==> config.mk <==
export PLATFORM = sky130hd
export DESIGN_NAME = ps2_key_tracker
export DESIGN_NICKNAME = d
export VERILOG_FILES = /design/src/rtl/ps2_key_tracker_pkg.sv /design/src/rtl/ps2_key_tracker_seg7_hex.sv /design/src/rtl/ps2_key_tracker.sv
export SDC_FILE = /design/constraint.sdc
export NUM_CORES = 1
export LEC_CHECK = 0
export ABC_CLOCK_PERIOD_IN_PS = 2800
export BUFFER_PORTS_ARGS = -buffer_cell sky130_fd_sc_hd__clkbuf_2
export CAP_MARGIN = 10
export CORE_UTILIZATION = 45
export DETAILED_ROUTE_END_ITERATION = 10
export GPL_TIMING_DRIVEN = 0
export PLACE_DENSITY = 0.76
export SLEW_MARGIN = 15
export SYNTH_ARGS = -nofsm -noshare
export SYNTH_HDL_FRONTEND = slang
export SYNTH_SLANG_ARGS = --single-unit
==> constraint.sdc <==
create_clock -name clk -period 2.8 [get_ports clk]
set_clock_uncertainty 0.2 [all_clocks]
set_input_delay 0.56 -clock clk [delete_from_list [all_inputs] [get_ports clk]]
set_output_delay 0.56 -clock clk [all_outputs]
set_load 0.01 [all_outputs]
==> src/rtl/ps2_key_tracker_pkg.sv <==
// rtl/ps2_key_tracker_pkg.sv - shared types, scan-code constants and seven-segment encoding
package ps2_key_tracker_pkg;

    typedef enum logic [1:0] {
        IDLE = 2'd0,
        ACK  = 2'd1,
        GAP  = 2'd2
    } state_t;

    localparam logic [7:0] PREFIX_EXT = 8'hE0;
    localparam logic [7:0] PREFIX_BRK = 8'hF0;
    localparam logic [7:0] IGNORE_BAT = 8'hAA;
    localparam logic [7:0] IGNORE_ACK = 8'hFA;

    // Active-high patterns, bit order {dp,g,f,e,d,c,b,a}
    localparam logic [7:0] SEG_BLANK = 8'h00;
    localparam logic [7:0] HEX_SEG [16] = '{
        8'h3F, 8'h06, 8'h5B, 8'h4F, 8'h66, 8'h6D, 8'h7D, 8'h07,
        8'h7F, 8'h6F, 8'h77, 8'h7C, 8'h39, 8'h5E, 8'h79, 8'h71
    };

    function automatic logic [7:0] seg_pattern(
        input logic [3:0] nibble,
        input logic       blank,
        input logic       active_low
    );
        logic [7:0] pat;
        pat = blank ? SEG_BLANK : HEX_SEG[nibble];
        return active_low ? ~pat : pat;
    endfunction

endpackage

==> src/rtl/ps2_key_tracker_seg7_hex.sv <==
// rtl/ps2_key_tracker_seg7_hex.sv - one hex digit to seven-segment pattern with blank and polarity
module seg7_hex
    import ps2_key_tracker_pkg::*;
(
    input  logic [3:0] nibble,
    input  logic       blank,
    input  logic       active_low,
    output logic [7:0] seg
);

    assign seg = seg_pattern(nibble, blank, active_low);

endmodule

==> src/rtl/ps2_key_tracker.sv <==
// rtl/ps2_key_tracker.sv - PS/2 scan-code decoder tracking the held key, press count and hex display
module ps2_key_tracker
    import ps2_key_tracker_pkg::*;
#(
    parameter int NUM_DIGITS     = 6,
    parameter int CNT_WIDTH      = 8,
    parameter int SEG_ACTIVE_LOW = 1,
    parameter int COUNT_REPEAT   = 0
) (
    input  logic                    clk,
    input  logic                    rst,
    input  logic [7:0]              ps2_data,
    input  logic                    ps2_ready,
    output logic                    ps2_nextdata_n,
    output logic [7:0]              key_code,
    output logic                    key_ext,
    output logic                    key_pressed,
    output logic [CNT_WIDTH-1:0]    key_cnt,
    output logic [8*NUM_DIGITS-1:0] seg_out
);

    localparam int  CW  = 4 * (NUM_DIGITS - 2);
    localparam logic POL = (SEG_ACTIVE_LOW != 0);

    state_t     state;
    logic       ack_n;
    logic [7:0] byte_q;
    logic       ext_pend;
    logic       brk_pend;
    logic       same_key;

    assign same_key = (byte_q == key_code) && (ext_pend == key_ext);

    // Reset must release the pop strobe within the very cycle it is asserted
    assign ps2_nextdata_n = ack_n | rst;

    always_ff @(posedge clk) begin
        if (rst) begin
            state       <= IDLE;
            ack_n       <= 1'b1;
            byte_q      <= 8'h00;
            ext_pend    <= 1'b0;
            brk_pend    <= 1'b0;
            key_code    <= 8'h00;
            key_ext     <= 1'b0;
            key_pressed <= 1'b0;
            key_cnt     <= '0;
        end else begin
            case (state)
                IDLE: begin
                    if (ps2_ready) begin
                        state <= ACK;
                        ack_n <= 1'b0;
                    end
                end
                ACK: begin
                    byte_q <= ps2_data;
                    ack_n  <= 1'b1;
                    state  <= GAP;
                end
                GAP: begin
                    state <= IDLE;
                    if (byte_q == PREFIX_EXT) begin
                        ext_pend <= 1'b1;
                    end else if (byte_q == PREFIX_BRK) begin
                        brk_pend <= 1'b1;
                    end else begin
                        ext_pend <= 1'b0;
                        brk_pend <= 1'b0;
                        if (byte_q == IGNORE_BAT || byte_q == IGNORE_ACK) begin
                            key_pressed <= key_pressed;
                        end else if (brk_pend) begin
                            if (same_key) begin
                                key_pressed <= 1'b0;
                            end
                        end else if (key_pressed && same_key) begin
                            if (COUNT_REPEAT != 0) begin
                                key_cnt <= key_cnt + CNT_WIDTH'(1);
                            end
                        end else begin
                            key_code    <= byte_q;
                            key_ext     <= ext_pend;
                            key_pressed <= 1'b1;
                            key_cnt     <= key_cnt + CNT_WIDTH'(1);
                        end
                    end
                end
                default: begin
                    state <= IDLE;
                    ack_n <= 1'b1;
                end
            endcase
        end
    end

    logic [CW-1:0] cnt_ext;

    generate
        if (CNT_WIDTH >= CW) begin : g_cnt_trunc
            assign cnt_ext = key_cnt[CW-1:0];
        end else begin : g_cnt_zext
            assign cnt_ext = {{(CW - CNT_WIDTH){1'b0}}, key_cnt};
        end
    endgenerate

    logic [7:0] digit_seg [NUM_DIGITS];

    generate
        for (genvar i = 0; i < NUM_DIGITS; i++) begin : g_digit
            logic [3:0] nib;
            logic       blk;
            if (i == 0) begin : g_lo
                assign nib = key_code[3:0];
                assign blk = ~key_pressed;
            end else if (i == 1) begin : g_hi
                assign nib = key_code[7:4];
                assign blk = ~key_pressed;
            end else begin : g_cnt
                assign nib = cnt_ext[4*(i-2) +: 4];
                assign blk = 1'b0;
            end
            seg7_hex u_seg7 (
                .nibble     (nib),
                .blank      (blk),
                .active_low (POL),
                .seg        (digit_seg[i])
            );
        end
    endgenerate

    always_ff @(posedge clk) begin
        for (int i = 0; i < NUM_DIGITS; i++) begin
            if (rst) begin
                seg_out[8*i +: 8] <= seg_pattern(4'h0, (i < 2), POL);
            end else begin
                seg_out[8*i +: 8] <= digit_seg[i];
            end
        end
    end

endmodule
==> key figures <==
Power and ir drop
  – Leak: approximately 1.5 nW
  – PwrDens: ~490 mW/mm^2
  – Worst vdd ir: 187 uV

Synthesis
  – Mapped cell area: between 0.003 and 0.004 mm^2
  – EDFF count, synth: 0
  – Distinct cells, synth: 47
  – Seq/Total Area, Yosys: 0.379
  – Cells after Synth: about 360
  – Post-synth top area share: 0.379
  – Ys flop type: dfxtp_1
  – Ys async rst share: 0
  – YS warnings: 0
  – Dominant cells by area after synthesis: dfxtp_1 38%, ha_1 8.0%, mux2i_1 5.1%
  – Flops & latches, synth: approximately 60
  – Top cell type by total area after synthesis: dfxtp_1
  – Syn Area/Cell: between 8 and 9 um^2

Clock network
  – H-Tree Level Count: 3
  – Clock Sinks: 59
  – CTS tree: done
  – Post-CTS Setup Bufs: 0
  – Resize count post-CTS: 0
  – Clock buffer depth: 2
  – Clock slew at reported path FFs: 0.07 ns
  – Clk_lat worst skew: between 0.3 and 0.4 ns
  – Root buffer cell: clkbuf_8
  – Total CTS buffers: 9
  – # hold bufs at CTS: 0

STA
  – Slew Viols, Final: 0
  – Final hold vios: 0
  – FMAX: between 0.4 and 0.5 GHz
  – Final worst-path cycle share: 0.859
  – Min Tclk post-route: around 2.4 ns
  – Slew margin rel.: 0.638
  – Post-Route Setup TNS: 0 ns
  – RSZ-0062 raised after global routing: no
  – Final setup fails: 0
  – Worst-Margin Slew: between 0.5 and 0.6 ns

Setup path
  – Slowest stage cell, crit path: clkbuf_1
  – Slowest stage delay, CP: 0.38 ns
  – Max FO, Critical Path: 10
  – Crit. End Element: flop
  – Worst setup SP type: flop
  – Worst path top cell family by delay: buffers and inverters
  – Worst setup path class: flop to flop
  – CP Data Arrival Time: 2.43 ns
  – Cell count along the critical path: 8
  – Required time worst endpoint: 2.82 ns
  – Reg2Reg Depth: 8
  – CP most frequent cell: clkbuf_1
  – Crit path buffers/inverters: 3
  – CP cell instances: clkbuf_1 > xnor2_1 > nand3_1 > nor3_1 > clkbuf_1 > nor2_1 > buf_4 > mux2i_1

Global routing
  – Global route overflow: 0
  – Global-route wire length before repair: roughly 11 mm
  – Antenna violations before repair: 0
  – Total GRT Usage: 0.199
  – Vias in the first global route: about 2600
  – Largest net degree at the start of global routing: 12

Placement
  – RD Place Congestion: about 0.85
  – DP Wirelength: approximately 4.8 mm
  – Port bufs: between 50 and 60

Floorplan
  – Die ar.: between 0.007 and 0.008 mm^2
  – Core box area: between 0.006 and 0.007 mm^2
  – Starting Density: 0.478
  – IO Pins: 78
  – Die width: between 80 and 90 um
  – Row Count: 29
  – Die Y-Extent: 85.3 um

Min path
  – WHS Path Cells: 3
  – Hold WC Path Type: input port to flop

Drt
  – Total wire length: between 6 and 7 mm
  – Starting DRC count in detailed routing: about 160
  – WL/cell: roughly 13 um
  – Drt drc: 0
  – DR pass1 iterations: 4
  – Post-route antenna net violation count: 0
  – Routed vias/inst: ~5
  – Via count: 2712

Cells and area
  – Share of cells above drive strength 1: 0.225
  – Layout area overhead: 20.6%
  – Final Util: 0.576
  – Fin nets: 479
  – ANT cells: 0

Status
  – Status: finished, final reports clean

Flow run
  – Maxcap violations: 0
-- logic make-up (layout without fill, tap and decap cells) --
| group | count (synthesis) | count (layout) | share of synthesized area |
|---|---|---|---|
| flops | 59 | 59 | 0.379 |
| fa+ha+maj | 20 | 20 | 0.0802 |
| compound gates | 69 | 69 | 0.148 |
| other cells | 2 | 20 | 0.00241 |
| xor+xnor | 10 | 10 | 0.0281 |
| buf+inv | 55 | 128 | 0.0914 |
| simple gates | 127 | 127 | 0.202 |
| mux | 20 | 20 | 0.0694 |
-- power breakdown --
| part | switching [mW] | internal [mW] | leakage [nW] |
|---|---|---|---|
| clock network | 0.339 | 0.406 | 0.0950 |
| registers | 0.0214 | 0.866 | 0.479 |
| logic | 0.107 | 0.0873 | 0.906 |
| total | 0.468 | 1.36 | 1.48 |
-- worst paths after layout --
check	start	to	slack, ns
max	key_code[6]	key_code[2]	0.39
min	ps2_data[0]	byte_q[0]	0.23
max reg2reg	key_code[6]	key_code[2]	0.39
min reg2reg	byte_q[0]	byte_q[0]	0.31
-- flip-flops by register name, indices dropped and copies added (netlist names) --
| signal | flops |
|---|---|
| key_pressed | 1 |
| key_code | 8 |
| ext_pend | 1 |
| ack_n | 1 |
| key_cnt | 8 |
| state | 2 |
| key_ext | 1 |
| byte_q | 8 |
| brk_pend | 1 |
| seg_out | 28 |
-- tightest hold or removal path, delay by kind of cell --
family	cells	cell delay, ns
buf+inv	1	0.08
simple gates	1	0.05
compound gates	1	0.05
-- cell usage in the layout, fill, tap and decap left out, types with 4 or more instances in the layout --
cell | synthesis | layout
a211oi_1 | 8 | 8
a21oi_1 | 21 | 21
a311oi_1 | 4 | 4
buf_1 | 4 | 4
buf_4 | 21 | 21
clkbuf_1 | 15 | 15
clkbuf_2 | 0 | 57
clkbuf_8 | 0 | 9
conb_1 | 2 | 20
dfxtp_1 | 59 | 59
ha_1 | 20 | 20
inv_1 | 15 | 15
mux2i_1 | 16 | 16
nand2_1 | 38 | 38
nand2b_1 | 25 | 25
nand3_1 | 9 | 9
nor2_1 | 28 | 28
nor2b_1 | 7 | 7
o211ai_1 | 9 | 9
o21ai_0 | 10 | 10
xnor2_1 | 10 | 10
-- synthesized netlist by cell type (all sizes together), types with 5 or more instances --
library cell	n
inv	15
ha	20
o211ai	9
nand2b	25
xnor2	10
nor2b	7
a211oi	8
nor2	29
a311oi	5
nand3	9
mux2i	16
a21oi	21
dfxtp	59
clkbuf	15
o21ai	10
nand2	38
buf	25
-- metal layers --
layer	up-vias	part of all wire	track usage
met2	79	0.48	0.334
li1	1382	-	-
met1	1238	0.45	0.243
met3	13	0.055	0.0428
met4	0	0.019	0.0955
met5	-	0	0
-- stage by stage --
stage                     hold WS (ns)  setup slack [ns]  cells  instance area [um^2]  total power [mW]
after global placement           0.292             0.493    514                  3570              1.09
after global routing             0.229             0.217    530                  3760              1.92
final                            0.233             0.394    530                  3760              1.83
after detailed placement         0.299             0.459    514                  3570              1.10
after floorplan                  0.270             0.707    380                  3190              1.05
after CTS                        0.224             0.401    530                  3760              1.85
-- layout make-up --
class	instances	area, um^2
timing repair buffer	57	285
fill	597	2770
tap	77	96.3
buffer	40	229
multi-input combinational	266	1720
inverter	15	56.3
clock buffer	9	124
sequential	59	1180
clock inverter	7	68.8
No activity file was read; power rests on OpenSTA's default activity.
